--- config.mk ---
export PLATFORM = sky130hd
export DESIGN_NAME = fpc_rc_tracker_flat
export DESIGN_NICKNAME = d
export VERILOG_FILES = /design/src/rtl/fpc_rc_tracker_pkg.sv /design/src/rtl/fpc_rc_tracker_if.sv /design/src/rtl/fpc_rc_count_table.sv /design/src/rtl/fpc_rc_tracker.sv /design/src/flat_wrapper.sv
export SDC_FILE = /design/constraint.sdc
export NUM_CORES = 1
export LEC_CHECK = 0
export BUFFER_PORTS_ARGS = -buffer_cell sky130_fd_sc_hd__buf_2
export CAP_MARGIN = 5
export CORE_MARGIN = 1.5
export CORE_UTILIZATION = 50
export CTS_CLUSTER_DIAMETER = 120
export DETAILED_ROUTE_END_ITERATION = 8
export GPL_ROUTABILITY_DRIVEN = 1
export MAX_ROUTING_LAYER = met4
export PLACE_DENSITY = 0.73
export SYNTH_ARGS = -nofsm -noshare
export SYNTH_HDL_FRONTEND = slang
export SYNTH_SLANG_ARGS = --single-unit
--- constraint.sdc ---
create_clock -name clock -period 10.4 [get_ports clock]
set_input_delay 0.52 -clock clock [delete_from_list [all_inputs] [get_ports clock]]
set_output_delay 0.52 -clock clock [all_outputs]
set_load 0.01 [all_outputs]
--- src/rtl/fpc_rc_tracker_pkg.sv ---
// Shared constants and types for the from-PC read-completion tracker.
package fpc_rc_tracker_pkg;

    localparam int BEATS_PER_REQ         = 64;
    localparam int RR_ADDR_LSB           = 9;
    localparam int DEFAULT_NBITS_TAG_LOW = 3;
    localparam int TAG_WIDTH             = 8;
    localparam int RC_INDEX_WIDTH        = 6;
    localparam int COUNT_WIDTH           = 7;

    // Tag layout: upper TAG_WIDTH-NBITS_TAG_LOW bits select the FIFO, lower bits are tag_low.
    typedef enum logic [1:0] {
        BEAT_NONE,
        BEAT_LEGAL,
        BEAT_ILLEGAL
    } beat_kind_t;

endpackage

--- src/rtl/fpc_rc_tracker_if.sv ---
// Request-issue and completion signals between the read-request mux, RX demux and tracker.
interface fpc_rc_tracker_if #(
    parameter int NBITS_TAG_LOW = 3
);
    logic                     issue_ready;
    logic [NBITS_TAG_LOW-1:0] issue_tag_low;
    logic                     issue;
    logic                     rc_valid;
    logic [7:0]               rc_tag;
    logic [5:0]               rc_index;
    logic                     done_valid;
    logic [NBITS_TAG_LOW-1:0] done_tag_low;
    logic [NBITS_TAG_LOW:0]   outstanding;
    logic                     error;

    modport master (
        input  issue_ready, issue_tag_low, done_valid, done_tag_low, outstanding, error,
        output issue, rc_valid, rc_tag, rc_index
    );

    modport slave (
        input  issue, rc_valid, rc_tag, rc_index,
        output issue_ready, issue_tag_low, done_valid, done_tag_low, outstanding, error
    );
endinterface

--- src/rtl/fpc_rc_count_table.sv ---
// Per-slot beat counters; each slot reports full once a whole request has arrived.
module fpc_rc_count_table
    import fpc_rc_tracker_pkg::*;
#(
    parameter int NBITS_TAG_LOW = DEFAULT_NBITS_TAG_LOW
) (
    input  logic                                            clock,
    input  logic                                            reset,
    input  logic                                            inc_en,
    input  logic [NBITS_TAG_LOW-1:0]                        inc_slot,
    input  logic                                            clr_en,
    input  logic [NBITS_TAG_LOW-1:0]                        clr_slot,
    output logic [(1<<NBITS_TAG_LOW)-1:0][COUNT_WIDTH-1:0]  count,
    output logic [(1<<NBITS_TAG_LOW)-1:0]                   full
);
    localparam int SLOTS = 1 << NBITS_TAG_LOW;

    // Clear has priority; a beat to a full slot is never legal, so the two never collide.
    always_ff @(posedge clock or posedge reset) begin
        if (reset) begin
            count <= '0;
        end else begin
            for (int i = 0; i < SLOTS; i++) begin
                if (clr_en && clr_slot == NBITS_TAG_LOW'(i)) begin
                    count[i] <= '0;
                end else if (inc_en && inc_slot == NBITS_TAG_LOW'(i)) begin
                    count[i] <= count[i] + COUNT_WIDTH'(1);
                end
            end
        end
    end

    always_comb begin
        full = '0;
        for (int i = 0; i < SLOTS; i++) begin
            full[i] = (count[i] == COUNT_WIDTH'(BEATS_PER_REQ));
        end
    end

endmodule

--- src/rtl/fpc_rc_tracker.sv ---
// Hands out tag_low values for 512 B reads, counts completion beats and retires tags in issue order.
module fpc_rc_tracker
    import fpc_rc_tracker_pkg::*;
#(
    parameter int FIFO_NUMBER     = 0,
    parameter int NBITS_TAG_LOW   = DEFAULT_NBITS_TAG_LOW,
    parameter int MAX_OUTSTANDING = 8
) (
    input logic             clock,
    input logic             reset,
    fpc_rc_tracker_if.slave bus
);
    localparam int PTR_W  = NBITS_TAG_LOW + 1;
    localparam int SLOTS  = 1 << NBITS_TAG_LOW;
    localparam int FIFO_W = TAG_WIDTH - NBITS_TAG_LOW;

    logic [PTR_W-1:0]                  issue_ptr;
    logic [PTR_W-1:0]                  retire_ptr;
    logic [PTR_W-1:0]                  outstanding;
    logic [SLOTS-1:0][COUNT_WIDTH-1:0] count;
    logic [SLOTS-1:0]                  full;
    logic [NBITS_TAG_LOW-1:0]          retire_slot;
    logic [NBITS_TAG_LOW-1:0]          beat_slot;
    logic [NBITS_TAG_LOW-1:0]          beat_age;
    logic                              retire_now;
    logic                              issue_ok;
    logic                              beat_mine;
    beat_kind_t                        beat_kind;

    assign outstanding       = issue_ptr - retire_ptr;
    assign bus.outstanding   = outstanding;
    assign bus.issue_ready   = (outstanding < PTR_W'(MAX_OUTSTANDING));
    assign bus.issue_tag_low = issue_ptr[NBITS_TAG_LOW-1:0];

    assign issue_ok    = bus.issue && bus.issue_ready;
    assign retire_slot = retire_ptr[NBITS_TAG_LOW-1:0];
    assign retire_now  = (outstanding != '0) && full[retire_slot];

    assign beat_slot = bus.rc_tag[NBITS_TAG_LOW-1:0];
    assign beat_age  = beat_slot - retire_slot;
    assign beat_mine = bus.rc_valid &&
                       (bus.rc_tag[TAG_WIDTH-1:NBITS_TAG_LOW] == FIFO_W'(FIFO_NUMBER));

    // A beat is legal only for an in-flight slot that is not yet full and only in address order.
    always_comb begin
        beat_kind = BEAT_NONE;
        if (beat_mine) begin
            if (({1'b0, beat_age} < outstanding) && !full[beat_slot] &&
                (bus.rc_index == count[beat_slot][RC_INDEX_WIDTH-1:0])) begin
                beat_kind = BEAT_LEGAL;
            end else begin
                beat_kind = BEAT_ILLEGAL;
            end
        end
    end

    fpc_rc_count_table #(
        .NBITS_TAG_LOW (NBITS_TAG_LOW)
    ) u_count_table (
        .clock    (clock),
        .reset    (reset),
        .inc_en   (beat_kind == BEAT_LEGAL),
        .inc_slot (beat_slot),
        .clr_en   (retire_now),
        .clr_slot (retire_slot),
        .count    (count),
        .full     (full)
    );

    always_ff @(posedge clock or posedge reset) begin
        if (reset) begin
            issue_ptr        <= '0;
            retire_ptr       <= '0;
            bus.done_valid   <= 1'b0;
            bus.done_tag_low <= '0;
            bus.error        <= 1'b0;
        end else begin
            if (issue_ok) begin
                issue_ptr <= issue_ptr + PTR_W'(1);
            end
            bus.done_valid <= retire_now;
            if (retire_now) begin
                bus.done_tag_low <= retire_slot;
                retire_ptr       <= retire_ptr + PTR_W'(1);
            end
            if ((bus.issue && !bus.issue_ready) || beat_kind == BEAT_ILLEGAL) begin
                bus.error <= 1'b1;
            end
        end
    end

endmodule

--- src/flat_wrapper.sv ---
// flat-port wrapper written by rule: the top's interface ports become plain ports
module fpc_rc_tracker_flat import fpc_rc_tracker_pkg::*;
#(
    parameter int FIFO_NUMBER     = 0,
    parameter int NBITS_TAG_LOW   = DEFAULT_NBITS_TAG_LOW,
    parameter int MAX_OUTSTANDING = 8
)
  (clock, reset, bus_issue, bus_rc_valid, bus_rc_tag, bus_rc_index, bus_issue_ready, bus_issue_tag_low, bus_done_valid, bus_done_tag_low, bus_outstanding, bus_error);
  fpc_rc_tracker_if #(.NBITS_TAG_LOW(NBITS_TAG_LOW)) bus_i ();
  input logic clock;
  input logic reset;
  input wire logic [$bits(bus_i.issue)-1:0] bus_issue;
  input wire logic [$bits(bus_i.rc_valid)-1:0] bus_rc_valid;
  input wire logic [$bits(bus_i.rc_tag)-1:0] bus_rc_tag;
  input wire logic [$bits(bus_i.rc_index)-1:0] bus_rc_index;
  output wire logic [$bits(bus_i.issue_ready)-1:0] bus_issue_ready;
  output wire logic [$bits(bus_i.issue_tag_low)-1:0] bus_issue_tag_low;
  output wire logic [$bits(bus_i.done_valid)-1:0] bus_done_valid;
  output wire logic [$bits(bus_i.done_tag_low)-1:0] bus_done_tag_low;
  output wire logic [$bits(bus_i.outstanding)-1:0] bus_outstanding;
  output wire logic [$bits(bus_i.error)-1:0] bus_error;
  assign bus_i.issue = bus_issue;
  assign bus_i.rc_valid = bus_rc_valid;
  assign bus_i.rc_tag = bus_rc_tag;
  assign bus_i.rc_index = bus_rc_index;
  assign bus_issue_ready = bus_i.issue_ready;
  assign bus_issue_tag_low = bus_i.issue_tag_low;
  assign bus_done_valid = bus_i.done_valid;
  assign bus_done_tag_low = bus_i.done_tag_low;
  assign bus_outstanding = bus_i.outstanding;
  assign bus_error = bus_i.error;
  fpc_rc_tracker #(.FIFO_NUMBER(FIFO_NUMBER), .NBITS_TAG_LOW(NBITS_TAG_LOW), .MAX_OUTSTANDING(MAX_OUTSTANDING)) u_core (.clock(clock), .reset(reset), .bus(bus_i));
endmodule
After elaboration in Yosys (flattened, before gate mapping)
Index checks and enable logic that the tools add are counted.
Widths: inputs -> output; s select.
{"block": "totals", "ff_bits": 69}
{"block": "classes", "magnitude_cmp": 4, "n_reduce_logical": 37, "muxes": 24, "n_addsub": 12, "eq_ne": 25}
{"cell": "$mux 7", "n": 16}
{"cell": "$add 7x1->7 const B", "n": 8}
{"cell": "$eq 7x7->1 const B", "n": 8}
{"cell": "$eq 3x3->1 const B", "n": 8}
{"cell": "$logic_and 1x1->1", "n": 22}
{"cell": "$bmux 7 s3", "n": 1}
{"cell": "$reduce_bool 2->1", "n": 8}
{"cell": "$eq 3x2->1 const B", "n": 4}
{"cell": "$add 4x1->4 const B", "n": 2}
{"cell": "$lt 3x4->1 const B", "n": 2}
{"cell": "$bmux 1 s3", "n": 2}
{"cell": "$eq 3x1->1 const B", "n": 2}
{"cell": "$eq 6x6->1", "n": 1}
{"cell": "$logic_not 3->1", "n": 2}
{"cell": "$mux 6", "n": 1}
{"cell": "$logic_not 5->1", "n": 1}
{"cell": "$lt 3x4->1", "n": 1}
{"cell": "$lt 4x4->1 const B", "n": 1}
{"cell": "$mux 2", "n": 2}
{"cell": "$reduce_bool 4->1", "n": 1}
{"cell": "$sub 4x4->4", "n": 1}
{"cell": "$sub 3x3->3", "n": 1}
{"cell": "$eq 2x1->1 const B", "n": 1}
{"cell": "$eq 2x2->1 const B", "n": 1}
{"cell": "other kinds (3)", "n": 5}

Depth between registers and ports, before layout
{"block": "logic_depth", "depth_word": 12, "mapped_depth": 14, "mapped_depth_nobuf": 13}

By module
From an unflattened synthesis, not the netlist that was laid out.
{"block": "hier_totals", "cells_unflattened": 478, "hier_area_um2": 4680.7}
{"mod": "fpc_rc_count_table", "instances": 1, "area_each_um2": 3251.9, "cells_per_inst": 349}
{"mod": "fpc_rc_tracker", "instances": 1, "area_each_um2": 1428.9, "cells_per_inst": 129}

Least setup slack after synthesis
Ideal clock, no wire load.
{"block": "synth_timing", "path_type": "input to register", "from": "in bus_rc_tag[0]", "to": "reg u_core.u_count_table.count[32] (netlist bit)", "slack_ns": 6.963, "arrival_ns": 3.312, "n_path_buf": 0, "setup_time_ns": 0.125, "path_stages": 12, "cell_sequence": "clkinv_1 ha_1 inv_1 fa_1 ha_1 a21o_1 a21o_1 a22oi_1 nand3_1 nor3_1 nand4_1 mux2_2"}
{"block": "synth_between", "elab_chain_len": 10, "word_cells_on_any_way": 16}
{"item": "start, declared", "line": "flat_wrapper.sv:14", "text": "input wire logic [$bits(bus_i.rc_tag)-1:0] bus_rc_tag;"}
{"item": "branches (longest 8 deep; another with $lt 3x4->1)"}
{"item": "$logic_and 1x1->1 *", "line": "fpc_rc_count_table.sv:26", "text": "end else if (inc_en && inc_slot == NBITS_TAG_LOW'(i)) begin"}
{"item": "$reduce_bool 2->1 (no line) *"}
{"item": "end signal, assigned by index", "line": "fpc_rc_count_table.sv:27", "text": "count[i] <= count[i] + COUNT_WIDTH'(1);"}
{"item": "end, declared", "line": "fpc_rc_count_table.sv:13", "text": "output logic [(1<<NBITS_TAG_LOW)-1:0][COUNT_WIDTH-1:0] count,"}
Mark *: on every way between the ends. The select of a mux whose other input is x is not followed.
A chain may end at the register's enable or synchronous reset.

Worst setup path in the final report
{"block": "layout_timing", "from": "in bus_rc_tag[1]", "to": "reg u_core.u_count_table.count[32] (netlist bit)"}
Same word-level chain as after synthesis.

==> metrics.csv <==
metric,value,unit
synth.cell_area,4693,µm²
final_cell_mix,"dfrtp_1, inv_1, nor2_1",
critical_path.max_fanout,31,
place.port_buffers,30,
drc,0,
ff2ff_setup_slack,6340,ps
vias_per_cell,6.095,
track_usage,0.2410,
wl_per_cell,17.06,µm
worst_path_max_delay_cell,a222oi_1,
cpPeakStageDelay,930,ps
fin_nets,576,
insertion_delay,350,ps
stdcell_count,642,
max_freq,244.3,MHz
syn_nets,556,
wirelength,10950,µm
num_vias,3913,
end_kind,flop,
placedCellCount,627,
layout-drive-gt1-share,0.1262,
die_height,99.89,µm
cts_buffers,9,
multiInputGateArea,2694,µm²
hold_viol_final,0,
cts_tree,done,
clockRootBuffer,clkbuf_8,
die_x,99.89,µm
overflow,0,
arrival,4330,ps
post_cts_buffers,0,
ir_drop,0.06244,mV
p_per_area,122.0,nW/µm²
worst_slack,6306,ps
layout_commonest_cell,dfrtp_1,
grt_pass1_wl,18310,µm
drtAntennaViolNets,0,
cts_sinks,69,
rsz0062_at_grt,no,
finalCriticalPeriod,4094,ps
async_flop_share,1.000,
fin_crit_sh,0.3936,
yosysWarnings,0,
slew_violations,0,
finClkSkew,9.230,ps
synthCells,507,
cts_resized,0,
startpoint_type,input pin,
cts.path.max_buffers,2,
finalSetupViolCount,0,
cts_hold_buf,0,
grt_pass1_vias,3701,
synth_edf_count,0,
crit_type,in2reg,
dp_hpwl,8104,µm
antenna_found_initial,0,
ys_seq_elements,69,
regArea,1727,µm²
dr.pass1.iters,5,
dieArea,9977,µm²
relSlewSlack,0.3022,
synth.distinct_cells,45,
max_slew.worst_pin.slew,1047,ps
yosysSeqAreaShare,0.3679,
worstPathCellList,buf_2 > mux2i_1 > a22oi_1 > nand2_1 > a222oi_1 > nand3_1 > nor3_1 > nand4_1 > mux2_2,
area_growth_syn_to_layout,7.145,%
crit_required,10640,ps
p_leak,2.231,nW
status,completed,
fin_tns_setup,0,ps
hold_path.class,in2async,
initial_core_util,0.5128,
antenna_cells,0,
first_iter_violations,315,
gp_congestion,0.9576,
place_worst_setup_slack,6134,ps
clkTransAtPathRegs,80,ps
grt_max_degree,70,
max-cap-violations,0,
fill_cells,822,
hold_slack,426.8,ps
core_area,9153,µm²
htree_levels,3,
post_synth.cell_area_avg,9.257,µm²
placementRows,35,
boundaryPins,31,
synthFlopType,dfrtp_1,
==> layout make-up <==
class	count	area share
flip-flops and latches	69	0.3434
multi-input cells	376	0.5357
clock buffers	11	0.02613
inverters	39	0.02911
clock inverters	4	0.005225
repair buffers	32	0.03284
well taps	111	0.02762
==> stage by stage <==
stage / power [mW] / area (µm²) / utilization
3_5_place_dp: 0.4333 / 4871 / 0.5322
3_3_place_gp: 0.4261 / 4871 / 0.5322
5_1_grt: 0.6479 / 5029 / 0.5494
6_report: 0.6135 / 5029 / 0.5494
4_1_cts: 0.6186 / 5029 / 0.5494
2_1_floorplan: 0.3957 / 4693 / -
==> synth_stat cells (2+ instances only) <==
cell type	count	area share
nand2_1	28	0.022
nand3_1	26	0.028
nor2b_1	9	0.012
nor3b_1	2	0.0032
a21oi_1	34	0.036
nand2b_1	2	0.0027
mux2_2	8	0.019
mux2i_1	23	0.049
xnor2_1	21	0.039
inv_1	38	0.030
and2_1	3	0.0040
nand4b_1	3	0.0056
buf_2	5	0.0053
mux4_2	9	0.043
nor4_1	11	0.015
buf_4	5	0.0080
nor3_1	6	0.0064
nand4_1	13	0.017
dfrtp_1	69	0.37
or3_1	33	0.044
nand3b_1	3	0.0048
and3_1	13	0.017
a21o_1	3	0.0048
ha_1	29	0.077
o21ai_0	33	0.035
nor2_1	36	0.029
buf_6	2	0.0048
clkbuf_1	11	0.0088
a22oi_1	8	0.013
xor2_1	5	0.0093
fa_1	2	0.0085
==> registers in the layout, summed over array words and instances, names as in the netlist <==
name and cells:
u_core.bus.done_tag_low 3, u_core.u_count_table.count 56, u_core.retire_ptr 4, u_core.issue_ptr 4
u_core.bus.done_valid 1, u_core.bus.error 1
==> worst max-delay path: cells and delay by family <==
family	cells	cell delay (ps)
buffers and inverters	1	570
multiplexers	2	490
AND/OR/NAND/NOR	4	1540
AO/OA/AOI/OAI	2	1200
==> metal layers <==
layer	vias up	global-route usage	routed length [µm]
li1	1846	-	-
met1	1914	0.3214	5054
met2	132	0.3783	5101
met3	21	0.04318	588
met4	0	0.07151	206
met5	-	-	0
==> final timing paths <==
path	end	startpoint	depth (start not counted)
worst max-delay path	u_core.u_count_table.count[32]	bus_rc_tag[1]	9
worst min-delay path	u_core.bus.done_tag_low[0]	reset	3
worst max register to register	u_core.u_count_table.count[32]	u_core.retire_ptr[0]	12
worst min register to register	u_core.bus.error	u_core.bus.error	2
max in group asynchronous	u_core.u_count_table.count[27]	reset	3
min in group clock	u_core.bus.error	bus_issue	3
==> logic make-up (layout without fill, tap and decap cells) <==
| group | Yosys count | in the layout | synth area share |
|---|---|---|---|
| and+or+nand+nor | 195 | 195 | 0.2290 |
| xor gates and xnor gates | 26 | 26 | 0.04852 |
| muxes | 40 | 40 | 0.1114 |
| adders and majority gates | 31 | 31 | 0.08584 |
| AOI/OAI and AO/OA | 84 | 84 | 0.09918 |
| buffers and inverters | 62 | 86 | 0.05812 |
| DFF | 69 | 69 | 0.3679 |
==> power by group <==
part / leakage [nW] / internal (mW) / switching (mW) / total (mW)
Combinational: 1.23 / 0.0559 / 0.0836 / 0.140
Clock: 0.0792 / 0.0849 / 0.101 / 0.186
Sequential: 0.924 / 0.277 / 0.0114 / 0.288
Total: 2.23 / 0.418 / 0.196 / 0.614
(Power assumes the default switching activity.)
